## config.mk

```make
export PLATFORM = sky130hd
export DESIGN_NAME = fetch_mem_unit
export DESIGN_NICKNAME = d
export VERILOG_FILES = /design/src/rtl/fetch_mem_unit.sv
export SDC_FILE = /design/constraint.sdc
export NUM_CORES = 1
export LEC_CHECK = 0
export ABC_AREA = 1
export ABC_CLOCK_PERIOD_IN_PS = 2320
export CAP_MARGIN = 15
export CORE_MARGIN = 3
export CORE_UTILIZATION = 45
export DETAILED_ROUTE_END_ITERATION = 6
export PLACE_DENSITY = 0.83
export RECOVER_POWER = 25
export SYNTH_ARGS = -nofsm -noshare
export SYNTH_HDL_FRONTEND = slang
export SYNTH_SLANG_ARGS = --single-unit
```

## constraint.sdc

```tcl
create_clock -name clk -period 2.32 [get_ports clk]
set_input_delay 0.464 -clock clk [delete_from_list [all_inputs] [get_ports clk]]
set_output_delay 0.464 -clock clk [all_outputs]
set_load 0.05 [all_outputs]
```

## src/rtl/fetch_mem_unit.sv

```systemverilog
`default_nettype none
// ============================================================================
// Module      : fetch_mem_unit
// Description : Instruction-fetch / data-memory access unit for a multicycle
//               core. It serialises one memory access at a time over a
//               valid/ready request channel and a valid-only response
//               channel. It also owns the architectural pc, old_pc, instr
//               and data_reg registers.
// Revision    : 1.0 - initial release
// ----------------------------------------------------------------------------
// Ports
//   clk, rst          : clock, synchronous active-high reset
//   mem_start         : one-cycle access request from the control FSM
//   AdrSrc            : 0 = access address is pc, 1 = Result
//   MemWrite/IRWrite  : select store / fetch kind at mem_start
//   PCWrite           : pc <= Result (any state)
//   Result, WriteData : next-pc / data address, store data
//   mem_req_*         : request channel (valid/ready, addr, we, wdata)
//   mem_rsp_*         : response channel (valid, rdata)
//   pc, old_pc, instr, data_reg : architectural registers
//   opcode, funct3, funct7_5    : instruction fields for control
//   stall, mem_done, misalign_err, bus_err : status
// ============================================================================
module fetch_mem_unit #(
  parameter logic [31:0] RESET_PC = 32'h0000_0000,
  parameter int          TIMEOUT  = 255
) (
  input  logic        clk,
  input  logic        rst,
  input  logic        mem_start,
  input  logic        AdrSrc,
  input  logic        MemWrite,
  input  logic        IRWrite,
  input  logic        PCWrite,
  input  logic [31:0] Result,
  input  logic [31:0] WriteData,
  output logic        mem_req_valid,
  input  logic        mem_req_ready,
  output logic [31:0] mem_addr,
  output logic        mem_we,
  output logic [31:0] mem_wdata,
  input  logic        mem_rsp_valid,
  input  logic [31:0] mem_rdata,
  output logic [31:0] pc,
  output logic [31:0] old_pc,
  output logic [31:0] instr,
  output logic [31:0] data_reg,
  output logic [6:0]  opcode,
  output logic [2:0]  funct3,
  output logic        funct7_5,
  output logic        stall,
  output logic        mem_done,
  output logic        misalign_err,
  output logic        bus_err
);

  typedef enum logic [1:0] {
    IDLE = 2'd0,
    REQ  = 2'd1,
    RESP = 2'd2
  } state_t;

  typedef enum logic [1:0] {
    KIND_FETCH = 2'd0,
    KIND_LOAD  = 2'd1,
    KIND_STORE = 2'd2
  } kind_t;

  // Counter just wide enough to hold TIMEOUT itself.
  localparam int c_cnt_w = (TIMEOUT < 2) ? 1 : $clog2(TIMEOUT + 1);
  localparam logic [c_cnt_w-1:0] c_timeout = c_cnt_w'(TIMEOUT);

  state_t               r_state;
  state_t               w_state_next;
  kind_t                r_kind;
  kind_t                w_start_kind;
  logic [31:0]          r_addr;
  logic [31:0]          r_wdata;
  logic [c_cnt_w-1:0]   r_cnt;
  logic [c_cnt_w-1:0]   w_cnt_inc;
  logic [31:0]          w_start_addr;
  logic [31:0]          r_pc;
  logic [31:0]          r_old_pc;
  logic [31:0]          r_instr;
  logic [31:0]          r_data_reg;
  logic                 r_mem_done;
  logic                 r_misalign;
  logic                 r_bus_err;
  logic                 w_start_ok;
  logic                 w_misalign;
  logic                 w_rsp_take;
  logic                 w_timeout;

  // Address and kind as they would be latched if mem_start is taken now.
  always_comb begin
    w_start_addr = AdrSrc ? Result : r_pc;
    w_start_kind = KIND_LOAD;
    if (!AdrSrc && IRWrite) begin
      w_start_kind = KIND_FETCH;
    end else if (AdrSrc && MemWrite) begin
      w_start_kind = KIND_STORE;
    end
  end

  // r_cnt holds the number of RESP cycles already completed, so the
  // increment equals the count including the current cycle.
  assign w_cnt_inc = r_cnt + c_cnt_w'(1);

  // ---------------------------------------------------------------------
  // FSM: state register
  // ---------------------------------------------------------------------
  always_ff @(posedge clk) begin
    if (rst) begin
      r_state <= IDLE;
    end else begin
      r_state <= w_state_next;
    end
  end

  // ---------------------------------------------------------------------
  // FSM: next state and per-cycle decode
  // ---------------------------------------------------------------------
  always_comb begin
    w_state_next = r_state;
    w_start_ok   = 1'b0;
    w_misalign   = 1'b0;
    w_rsp_take   = 1'b0;
    w_timeout    = 1'b0;
    case (r_state)
      IDLE: begin
        if (mem_start) begin
          // Only fetches are alignment-checked; a bad fetch never reaches
          // the bus and completes immediately.
          if (w_start_kind == KIND_FETCH && w_start_addr[1:0] != 2'b00) begin
            w_misalign = 1'b1;
          end else begin
            w_start_ok   = 1'b1;
            w_state_next = REQ;
          end
        end
      end
      REQ: begin
        if (mem_req_ready) begin
          w_state_next = RESP;
        end
      end
      RESP: begin
        if (mem_rsp_valid) begin
          w_rsp_take   = 1'b1;
          w_state_next = IDLE;
        end else if (w_cnt_inc == c_timeout) begin
          w_timeout    = 1'b1;
          w_state_next = IDLE;
        end
      end
      default: begin
        w_state_next = IDLE;
      end
    endcase
  end

  // ---------------------------------------------------------------------
  // Datapath and status registers
  // ---------------------------------------------------------------------
  always_ff @(posedge clk) begin
    if (rst) begin
      r_kind     <= KIND_FETCH;
      r_addr     <= 32'h0;
      r_wdata    <= 32'h0;
      r_cnt      <= '0;
      r_pc       <= RESET_PC;
      r_old_pc   <= 32'h0;
      r_instr    <= 32'h0;
      r_data_reg <= 32'h0;
      r_mem_done <= 1'b0;
      r_misalign <= 1'b0;
      r_bus_err  <= 1'b0;
    end else begin
      r_mem_done <= 1'b0;

      // The in-flight access keeps its latched address, so pc may change
      // freely at any time.
      if (PCWrite) begin
        r_pc <= Result;
      end

      if (w_start_ok) begin
        r_addr  <= w_start_addr;
        r_kind  <= w_start_kind;
        r_wdata <= WriteData;
      end

      if (w_misalign) begin
        r_misalign <= 1'b1;
        r_mem_done <= 1'b1;
      end

      if (r_state == REQ) begin
        r_cnt <= '0;
      end else if (r_state == RESP) begin
        r_cnt <= w_cnt_inc;
      end

      if (w_rsp_take) begin
        r_mem_done <= 1'b1;
        case (r_kind)
          // r_pc on the right is the pre-update value even if PCWrite
          // fires in the same cycle.
          KIND_FETCH: begin
            r_instr  <= mem_rdata;
            r_old_pc <= r_pc;
          end
          KIND_LOAD: begin
            r_data_reg <= mem_rdata;
          end
          default: begin
          end
        endcase
      end

      if (w_timeout) begin
        r_bus_err  <= 1'b1;
        r_mem_done <= 1'b1;
      end
    end
  end

  // ---------------------------------------------------------------------
  // Outputs
  // ---------------------------------------------------------------------
  assign mem_req_valid = (r_state == REQ);
  assign mem_addr      = r_addr;
  assign mem_we        = (r_kind == KIND_STORE);
  assign mem_wdata     = r_wdata;
  assign stall         = (r_state != IDLE);

  assign pc            = r_pc;
  assign old_pc        = r_old_pc;
  assign instr         = r_instr;
  assign data_reg      = r_data_reg;
  assign opcode        = r_instr[6:0];
  assign funct3        = r_instr[14:12];
  assign funct7_5      = r_instr[30];

  assign mem_done      = r_mem_done;
  assign misalign_err  = r_misalign;
  assign bus_err       = r_bus_err;

endmodule
`default_nettype wire

```

Word-level counts from Yosys, hierarchy flattened

Index checks and enable logic that the tools add are counted.

Reduce and logical (&&, ||, !) cells: 13
Add/subtract/negate cells: 1
Eq/ne operators: 9
Mux-type cells: 23

Operators by type and width:

| kind                                          | count |
|---|---|
| two-way mux 32 bit                            | 1 |
| two-way mux 1 bit                             | 14 |
| two-way mux 2 bit                             | 7 |
| adder 8 x 1 -> 8 bit, second input constant   | 1 |
| == test 8 bit, second input constant          | 1 |
| logical NOT 2 bit                             | 3 |
| case mux 2 bit (3 select lines)               | 1 |
| == test 2 x 1 -> 1 bit, second input constant | 2 |
| == test 2 bit, second input constant          | 2 |
| != test 2 bit, second input constant          | 2 |
| AND reduction 2 bit                           | 2 |
| AND reduction 4 bit                           | 1 |
| nonzero test 2 bit                            | 2 |
| logical AND 1 bit                             | 3 |
| != test 3 bit, second input constant          | 1 |
| != test 2 x 1 -> 1 bit, second input constant | 1 |
| OR reduction 2 bit                            | 1 |
| logical NOT 1 bit                             | 1 |

Output and inout bits: 209
Register bits: 207

Depth between registers and ports, before layout

Depth in word-level cells: 11
Gate-level depth with buffers: 10

Worst setup path before layout

Ideal clock, no wire load.

Path kind: reg-to-reg
From: register r_state[0]
To: register r_cnt[3]
Slack: 0.625 ns
Data required time: 2.205 ns
Setup time: 0.115 ns
Cell stages (with the launch flop): 8
Arrival time: 1.579 ns
Buffers on the path: 0
Path through: dfxtp_1 inv_1 nor2_1 nor2_1 inv_1 a21oi_1 o21ai_0 inv_1

Word-level cells in the longest chain between the ends: 2
Elaborated cells on any way between the ends: 3
Those cells by class: eq/ne (2); reduce/logical (1)

RTL lines:

| what                         | line | RTL |
|---|---|---|
| from (decl)                  | 73   | `state_t r_state;` |
| from (signal assigned)       | 116  | `r_state <= w_state_next;` |
| == test 2 x 1 -> 1 bit       | n/a  |  |
| via mem_req_valid            | 37   | `output logic mem_req_valid,` |
| OR reduction 2 bit (no line) | n/a  |  |
| to (signal assigned)         | 201  | `r_cnt <= w_cnt_inc;` |
| to (decl)                    | 79   | `logic [c_cnt_w-1:0] r_cnt;` |

The timed path passes the listed nets, and every way through them passes these cells.
A chain may end at the register's enable or synchronous reset.

Worst setup path in the final report

From: register r_state[1]
To: output stall

Word-level cells in the longest chain between the ends: 1

RTL lines:

| what               | line | RTL |
|---|---|---|
| nonzero test 2 bit | 235  | `assign stall = (r_state != IDLE);` |
| to (decl)          | 51   | `output logic stall,` |

Every way passes these cells.

==> results.json <==
{
  "setup_tns_ns": 0,
  "ant_nets": 0,
  "maxCapViolations": 0,
  "cts_buffers": 22,
  "path_depth": 3,
  "synth_top_area_frac": 0.537,
  "overflow": 0,
  "rsz0062_at_grt": "false",
  "whs_path_depth": 4,
  "min_from": "rst",
  "leakagePower_nw": 4.41,
  "hold_violations": 0,
  "critPathMaxStageDelay_ns": 0.79,
  "die-area_um2": 18800,
  "layout_common_cells": "clkdlybuf4s50_1 (307), dfxtp_1 (207), nand2_1 (188), o21ai_0 (165), nor2_1 (145)",
  "io_pins": 314,
  "yosysSeqAreaShare": 0.537,
  "antenna_found_initial": 0,
  "cts.sinks": 207,
  "final_util": 0.699,
  "nets": 1396,
  "place_hpwl_um": 16800,
  "dieWidth_um": 137,
  "startpoint": "r_state[1]$_SDFFE_PP0P_",
  "syn-cell-area_um2": 7720,
  "yosys-top-cells-area": "dfxtp_1 (54%), o21ai_0 (11%), nand2_1 (9.1%)",
  "clk_pin_slew_worst_paths_ns": 0.06,
  "max-slew-margin-rel": 0.261,
  "crit_type": "reg -> out",
  "r2r_cells": 7,
  "crit_required_ns": 1.86,
  "vias": 7668,
  "p_per_area_nw_per_um2": 775,
  "tightest_slew_ns": 1.11,
  "setup_violations": 0,
  "grt_pass1_vias": 7212,
  "viasPerCell": 5.03,
  "start_util": 0.462,
  "cts.hold.buffers_added": 0,
  "grtUsageTotal": 0.244,
  "port_buffers": 313,
  "final-max-slew-violation-count": 0,
  "gp_congestion": 0.821,
  "fin_crit_ns": 2.26,
  "drt_iter0_drc": 455,
  "period_share": 0.973,
  "drive_above_1_share": 0.0490,
  "area_growth_pct": 51.3,
  "cts_setup_buffers": 0,
  "drcViolationCount": 0,
  "cts_tree": "built",
  "synth_largest_area_cell": "dfxtp_1",
  "grt_max_degree": 76,
  "clockBufferDepth": 3,
  "outcome": "completed",
  "max_freq_mhz": 443,
  "htreeDepth": 1,
  "synthCells": 1010,
  "syn_area_per_cell_um2": 7.64,
  "grt_pass1_wl_um": 37100,
  "yosys_warnings": 0,
  "cp-end-kind": "output port",
  "max-vdd-ir-drop_uv": 683,
  "cts-root-buf": "clkbuf_16",
  "cp.arrival_ns": 1.79,
  "ys_types": 19,
  "hold_class": "in -> reg",
  "finClkSkew_ns": 0.00682,
  "slowest_stage": "clkdlybuf4s50_1",
  "cp_max_fo": 3,
  "rows": 47,
  "first_pass_iters": 5,
  "clk_latency_ns": 0.50,
  "fp.coreArea_um2": 16700,
  "wirelength_um": 24300,
  "cp_top_family": "buffers and inverters",
  "antennaDiodeCount": 0,
  "path_cells": "nor2_1, inv_1, clkdlybuf4s50_1",
  "ys_seq_elements": 207,
  "synth_nets": 1117,
  "reg2reg_from": "pc[1]$_SDFFE_PP0P_",
  "crit_buf_inv": 2,
  "crit_path_start_kind": "flip-flop",
  "mostFrequentLayoutCell": "clkdlybuf4s50_1",
  "fp.dieH_um": 137,
  "wl_per_cell_um": 15.9
}
## per-layer routing
metal  GRT usage  part of all wire  wire, um
met1       0.286              0.38      9300
met5           0                 0         0
met3      0.0956              0.11      2680
met4      0.0632             0.023       554
met2       0.418              0.48     11700
## timing repair
action / CTS / global route
resized for setup: 1 / 0
endpoints found under the hold margin: 0 / 0
endpoints found under the setup margin: 1 / 0
## final cells by class
| type | count | area (um^2) |
|---|---|---|
| fill | 1354 | 5030 |
| tap | 220 | 275 |
| sequential | 207 | 4140 |
| timing repair buffer | 334 | 3310 |
| multi-input combinational | 659 | 2920 |
| inverter | 65 | 244 |
| clock inverter | 8 | 140 |
| clock buffer | 32 | 639 |
## power breakdown
part	switching (mW)	internal [mW]	leakage [nW]
clock network	1.40	2.35	0.384
logic	0.972	0.531	2.34
registers	0.0821	3.70	1.69
## synth_stat cells, drive strengths merged
master,count
dfxtp,207
nand2,188
o21ai,166
nor2,145
a21oi,138
inv,65
clkbuf,40
buf,39
nand3,11
nand4,3
o211ai,3
ha,2
or2,2
o21bai,1
## through the flow
stage	instances	power [mW]	cell area (um^2)	worst slack [ns]	hold WS, ns
2_1_floorplan	1010	4.77	7720	0.625	0.471
3_3_place_gp	1485	5.36	10900	0.304	0.440
3_5_place_dp	1485	5.38	10900	0.228	0.446
4_1_cts	1525	9.14	11700	0.0341	0.375
5_1_grt	1525	9.37	11700	0.00243	0.410
6_report	1525	9.05	11700	0.0637	0.395
## final timing paths
path                                                  to  slack, ns
worst max-delay path                               stall       0.06
worst max register to register  mem_addr[0]$_SDFFE_PP0P_       0.47
worst min-delay path               r_cnt[1]$_SDFFE_PP0P_       0.39
worst min register to register      bus_err$_SDFFE_PP0P_       0.45
## cell families after synthesis
kind of cell             synth area share
AND/OR/NAND/NOR                     0.174
flip-flops                          0.537
AO/OA/AOI/OAI                       0.202
adder cells (fa/ha/maj)           0.00324
buffers and inverters              0.0832
## worst register-to-register path: stages, from the launching register on
cell and delay (ns):
dfxtp_1 0.33, o21ai_0 0.23, nand2_1 0.15, nand2_1 0.09
nand3_1 0.11, clkbuf_4 0.39, or2_0 0.37, a21oi_1 0.11
(Power assumes the default switching activity.)
==> variant 1 (same flow settings) <==
Make the reset (`rst`) asynchronous in 2 clocked blocks. Comments in the files are not updated.
--- a/src/rtl/fetch_mem_unit.sv
+++ b/src/rtl/fetch_mem_unit.sv
@@ -109,7 +109,7 @@
   // ---------------------------------------------------------------------
   // FSM: state register
   // ---------------------------------------------------------------------
-  always_ff @(posedge clk) begin
+  always_ff @(posedge clk or posedge rst) begin
     if (rst) begin
       r_state <= IDLE;
     end else begin
@@ -162,7 +162,7 @@
   // ---------------------------------------------------------------------
   // Datapath and status registers
   // ---------------------------------------------------------------------
-  always_ff @(posedge clk) begin
+  always_ff @(posedge clk or posedge rst) begin
     if (rst) begin
       r_kind     <= KIND_FETCH;
       r_addr     <= 32'h0;
Formal check against the unedited RTL: differs if rst is asserted again (counterexample within 4 cycles, from zero or initial values and one cycle with rst high); with rst held inactive, the same outputs for 4 cycles.
==> variant 1 against the unedited design <==
The flow now finishes with violations (design-rule violations); synthesized area rose by 7.8%; sequential cell count did not move; first-iteration DRC count fell by 5.9%; cell area rose by 5.8%; largest cell class unchanged; setup slack improved by 71 ps; critical path depth fell by 2; routed wire length fell by 1.7%.
Power is not compared: it rests on default switching activity, and its combinational part moved more than twofold at a synthesized area within 25%.
==> variant 1: results (changes against the unedited design) <==
[outcome]
status = finished, violations left  ; was finished, final reports clean
violations = design-rule violations

[routing]
dr.pass1.iters = 7  ; was 5
routedWlPerCell_um = 16.4  ; was 15.9 um
via_count = 7366  ; was 7668
post-route-drc-count = 3  ; was 0
viasPerCell = 5.06  ; was 5.03
drt_iter0_markers = 428  ; was 455

[cells_and_area]
drive_gt1_share_pct = 5.62  ; was 4.90%
register_area_mm2 = 0.00518  ; was 0.00414 mm^2
fin_area_mm2 = 0.0123  ; was 0.0117 mm^2
clock_buffers = 28  ; was 32
multi_input_area_mm2 = 0.00248  ; was 0.00292 mm^2
clkCellAreaFrac_pct = 6.02  ; was 6.68%
inverters = 90  ; was 65
signal_buffer_area_fraction_pct = 26.9  ; was 28.3%
num-nonclk-buffers = 331  ; was 334
fin_nets = 1323  ; was 1396

[global_route]
track_usage_pct = 23.0  ; was 24.4%
use_met2_pct = 40.4  ; was 41.8%
met3_usage_pct = 7.26  ; was 9.56%
grt_max_degree = 84  ; was 76
use_met1_pct = 27.1  ; was 28.6%

[setup_path]
cp_max_fo = 2  ; was 3
cp_slowest_stage_delay_ps = 860  ; was 790 ps
crit_arrival_ps = 1720  ; was 1790 ps

[yosys]
syn-instance-count = 915  ; was 1010
synthAdderAreaFrac_pct = 0.903  ; was 0.324%
netlist_top_cells_count = nand2_1, dfrtp_1, o21ai_0  ; was dfxtp_1, nand2_1, o21ai_0
synthArstFlopShare_pct = 100  ; was 0%
synth_nets = 1026  ; was 1117
synth_flop_cell = dfrtp_1  ; was dfxtp_1
ys_seq_area_share_pct = 62.3  ; was 53.7%

[worst_hold_path]
hold_class = flop to flop  ; was input port to flop
holdPathStages = 2  ; was 4

[timing]
skew_ps = 12.9  ; was 6.82 ps

[floorplan]
tapCellCount = 229  ; was 220

[clock_network]
numCtsBuffers = 23  ; was 22

[place]
place_congestion = 0.831  ; was 0.821

## variant 1: path summary, 6_finish.rpt
kind                                                start                   endpoint  slack (ps)
worst max-delay path               old_pc[31]$_DFFE_PP0P_                 old_pc[31]         140
min in group asynchronous                             rst         pc[27]$_DFFE_PP0P_         810
worst min-delay path            mem_wdata[27]$_DFFE_PP0P_  mem_wdata[27]$_DFFE_PP0P_         470
worst min register to register  mem_wdata[27]$_DFFE_PP0P_  mem_wdata[27]$_DFFE_PP0P_         470
max in group asynchronous                             rst   mem_wdata[8]$_DFFE_PP0P_         690
worst max register to register     r_state[0]$_DFFE_PP0P_   mem_wdata[6]$_DFFE_PP0P_         530
## variant 1: metal layers
layer | routed length [um] | share of wire [%]
met5 | 0 | 0
met4 | 819 | 3.4
met3 | 2290 | 9.6
met2 | 11900 | 50
met1 | 8890 | 37
## variant 1: worst min-delay path, stage by stage (launching register included)
cell and delay [ps]:
dfrtp_1 340, nand2_1 50, nand2_1 50
==> variant 2 (same flow settings) <==
Made on the original files. Change the parameter `TIMEOUT` from 255 to 510.
--- a/src/rtl/fetch_mem_unit.sv
+++ b/src/rtl/fetch_mem_unit.sv
@@ -23,7 +23,7 @@
 // ============================================================================
 module fetch_mem_unit #(
   parameter logic [31:0] RESET_PC = 32'h0000_0000,
-  parameter int          TIMEOUT  = 255
+  parameter int          TIMEOUT  = 510
 ) (
   input  logic        clk,
   input  logic        rst,
Function: no difference found for any inputs over 4 cycles, from zero or initial values and one cycle with rst high; that may be too few to reach the edited logic, so the function may still have changed.
==> variant 2 against the unedited design <==
Synthesized area rose by 0.75%; non-clock buffer count fell by 3; total power fell by 6.9%; sequential cell count rose by 1; setup slack improved by 63 ps; routed wire length rose by 0.98%; critical path depth fell by 2; clock skew rose by 1.5 ps; cell area fell by 0.91%; core utilization fell by 0.88 points; via count rose by 0.22%; critical endpoint is now pc[31].
==> variant 2: results (changes against the unedited design) <==
[cells_and_area]
finalNonFillerCells = 1520  ; was 1525
drive_gt1_share_pct = 4.00  ; was 4.90%
antenna_cells = 0  ; unchanged
fin_nets = 1401  ; was 1396

[worst_hold_path]
holdPathStages = 2  ; was 4
min_from = bus_err$_SDFFE_PP0P_  ; was rst
hold_class = flop to flop  ; was input port to flop
min_delay_worst_endpoint = bus_err$_SDFFE_PP0P_  ; was r_cnt[1]$_SDFFE_PP0P_

[timing]
whs_ps = 453  ; was 395 ps
fmax_mhz = 456  ; was 443 MHz
worst_pin_slew_ps = 1160  ; was 1110 ps
skew_ps = 8.30  ; was 6.82 ps
setup_tns_ps = 0  ; unchanged

[routing]
viasPerCell = 5.06  ; was 5.03
highest_layer = met5  ; was met4
drt_iter0_markers = 396  ; was 455
finalWirelength_um = 24500  ; was 24300 um
wl_met3_um = 2230  ; was 2680 um
routed-wl-met2_um = 12400  ; was 11700 um
wl_met1_um = 9070  ; was 9300 um

[yosys]
ys_seq_area_share_pct = 53.6  ; was 53.7%
syn_avg_cell_area_um2 = 7.62  ; was 7.64 um^2
synthTopCellsByArea = dfxtp_1, o21ai_0, nand2_1, a21oi_1, nor2_1  ; unchanged
synth_cell_types = 23  ; was 19
synthArstFlopShare_pct = 0  ; unchanged
netlist_top_cells_count = dfxtp_1, nand2_1, o21ai_0  ; unchanged
synth_nets = 1127  ; was 1117

[global_route]
use_met2_pct = 44.8  ; was 41.8%
use_met1_pct = 26.7  ; was 28.6%
met3_usage_pct = 7.45  ; was 9.56%
grt_pass1_vias = 7192  ; was 7212
grt_max_degree = 130  ; was 76
antenna_found_initial = 1  ; was 0
grt_pass1_wl_um = 37100  ; about the same
track_usage_pct = 24.5  ; was 24.4%
grt-ovfl-total = 0  ; unchanged

[power]
ir_drop_uv = 555  ; was 683 uV
leakage_nw = 4.46  ; was 4.41 nW
power_frac_comb_pct = 17.8  ; was 16.6%
p_seq_share_pct = 45.2  ; was 41.9%
p_int_mw = 6.06  ; was 6.59 mW

[outcome]
status = finished, final reports clean  ; unchanged

[setup_path]
worstSetupEndpoint = pc[31]  ; was stall
cp_slowest_stage_delay_ps = 860  ; was 790 ps
rr_endpoint = r_kind[1]$_SDFFE_PP0P_  ; was mem_addr[0]$_SDFFE_PP0P_
crit_arrival_ps = 1730  ; was 1790 ps
cp_top_family = buffers and inverters  ; unchanged
slowest_stage = clkdlybuf4s50_1  ; unchanged
reg2reg_depth = 8  ; was 7
r2r_slack_ps = 550  ; was 470 ps
cp-startpoint = pc[31]$_SDFFE_PP0P_  ; was r_state[1]$_SDFFE_PP0P_
cp_max_fo = 4  ; was 3

[place]
place_congestion = 0.852  ; was 0.821
place_area_mm2 = 0.0110  ; was 0.0109 mm^2
port_buffers = 313  ; unchanged
pre_cts_ws_ps = 130  ; was 228 ps
hpwl_um = 17000  ; was 16800 um

[clock_network]
numCtsBuffers = 21  ; was 22
htreeDepth = 1  ; unchanged
root_buffer = clkbuf_16  ; unchanged

## variant 2: cell types whose count changed after synthesis, moves of 3 or more
cell / unedited run / this run
clkbuf_1: 40 / 43
buf_6: 0 / 4
nor2_1: 145 / 149
nand2_1: 188 / 196
buf_4: 23 / 16
## variant 2: layout make-up
cell class                 count  area (um^2)
multi-input combinational    670         2980
clock buffer                  26          564
fill                        1369         5190
timing repair buffer         331         3310
inverter                      62          233
sequential                   208         4160
tap                          220          275
clock inverter                 3         40.0
## variant 2: kinds of logic (layout without fill, tap and decap cells)
group | Yosys count | after routing | synth area share [%]
and+or+nand+nor | 360 | 360 | 17.9
AOI/OAI and AO/OA | 308 | 308 | 20.0
DFF | 208 | 208 | 53.6
buffers and inverters | 142 | 422 | 8.22
adders and majority gates | 2 | 2 | 0.322
## variant 2: timing repair
action,in CTS,in global routing
endpoints found under the setup margin,2,0
buffers inserted,0,0
resized for setup,2,0
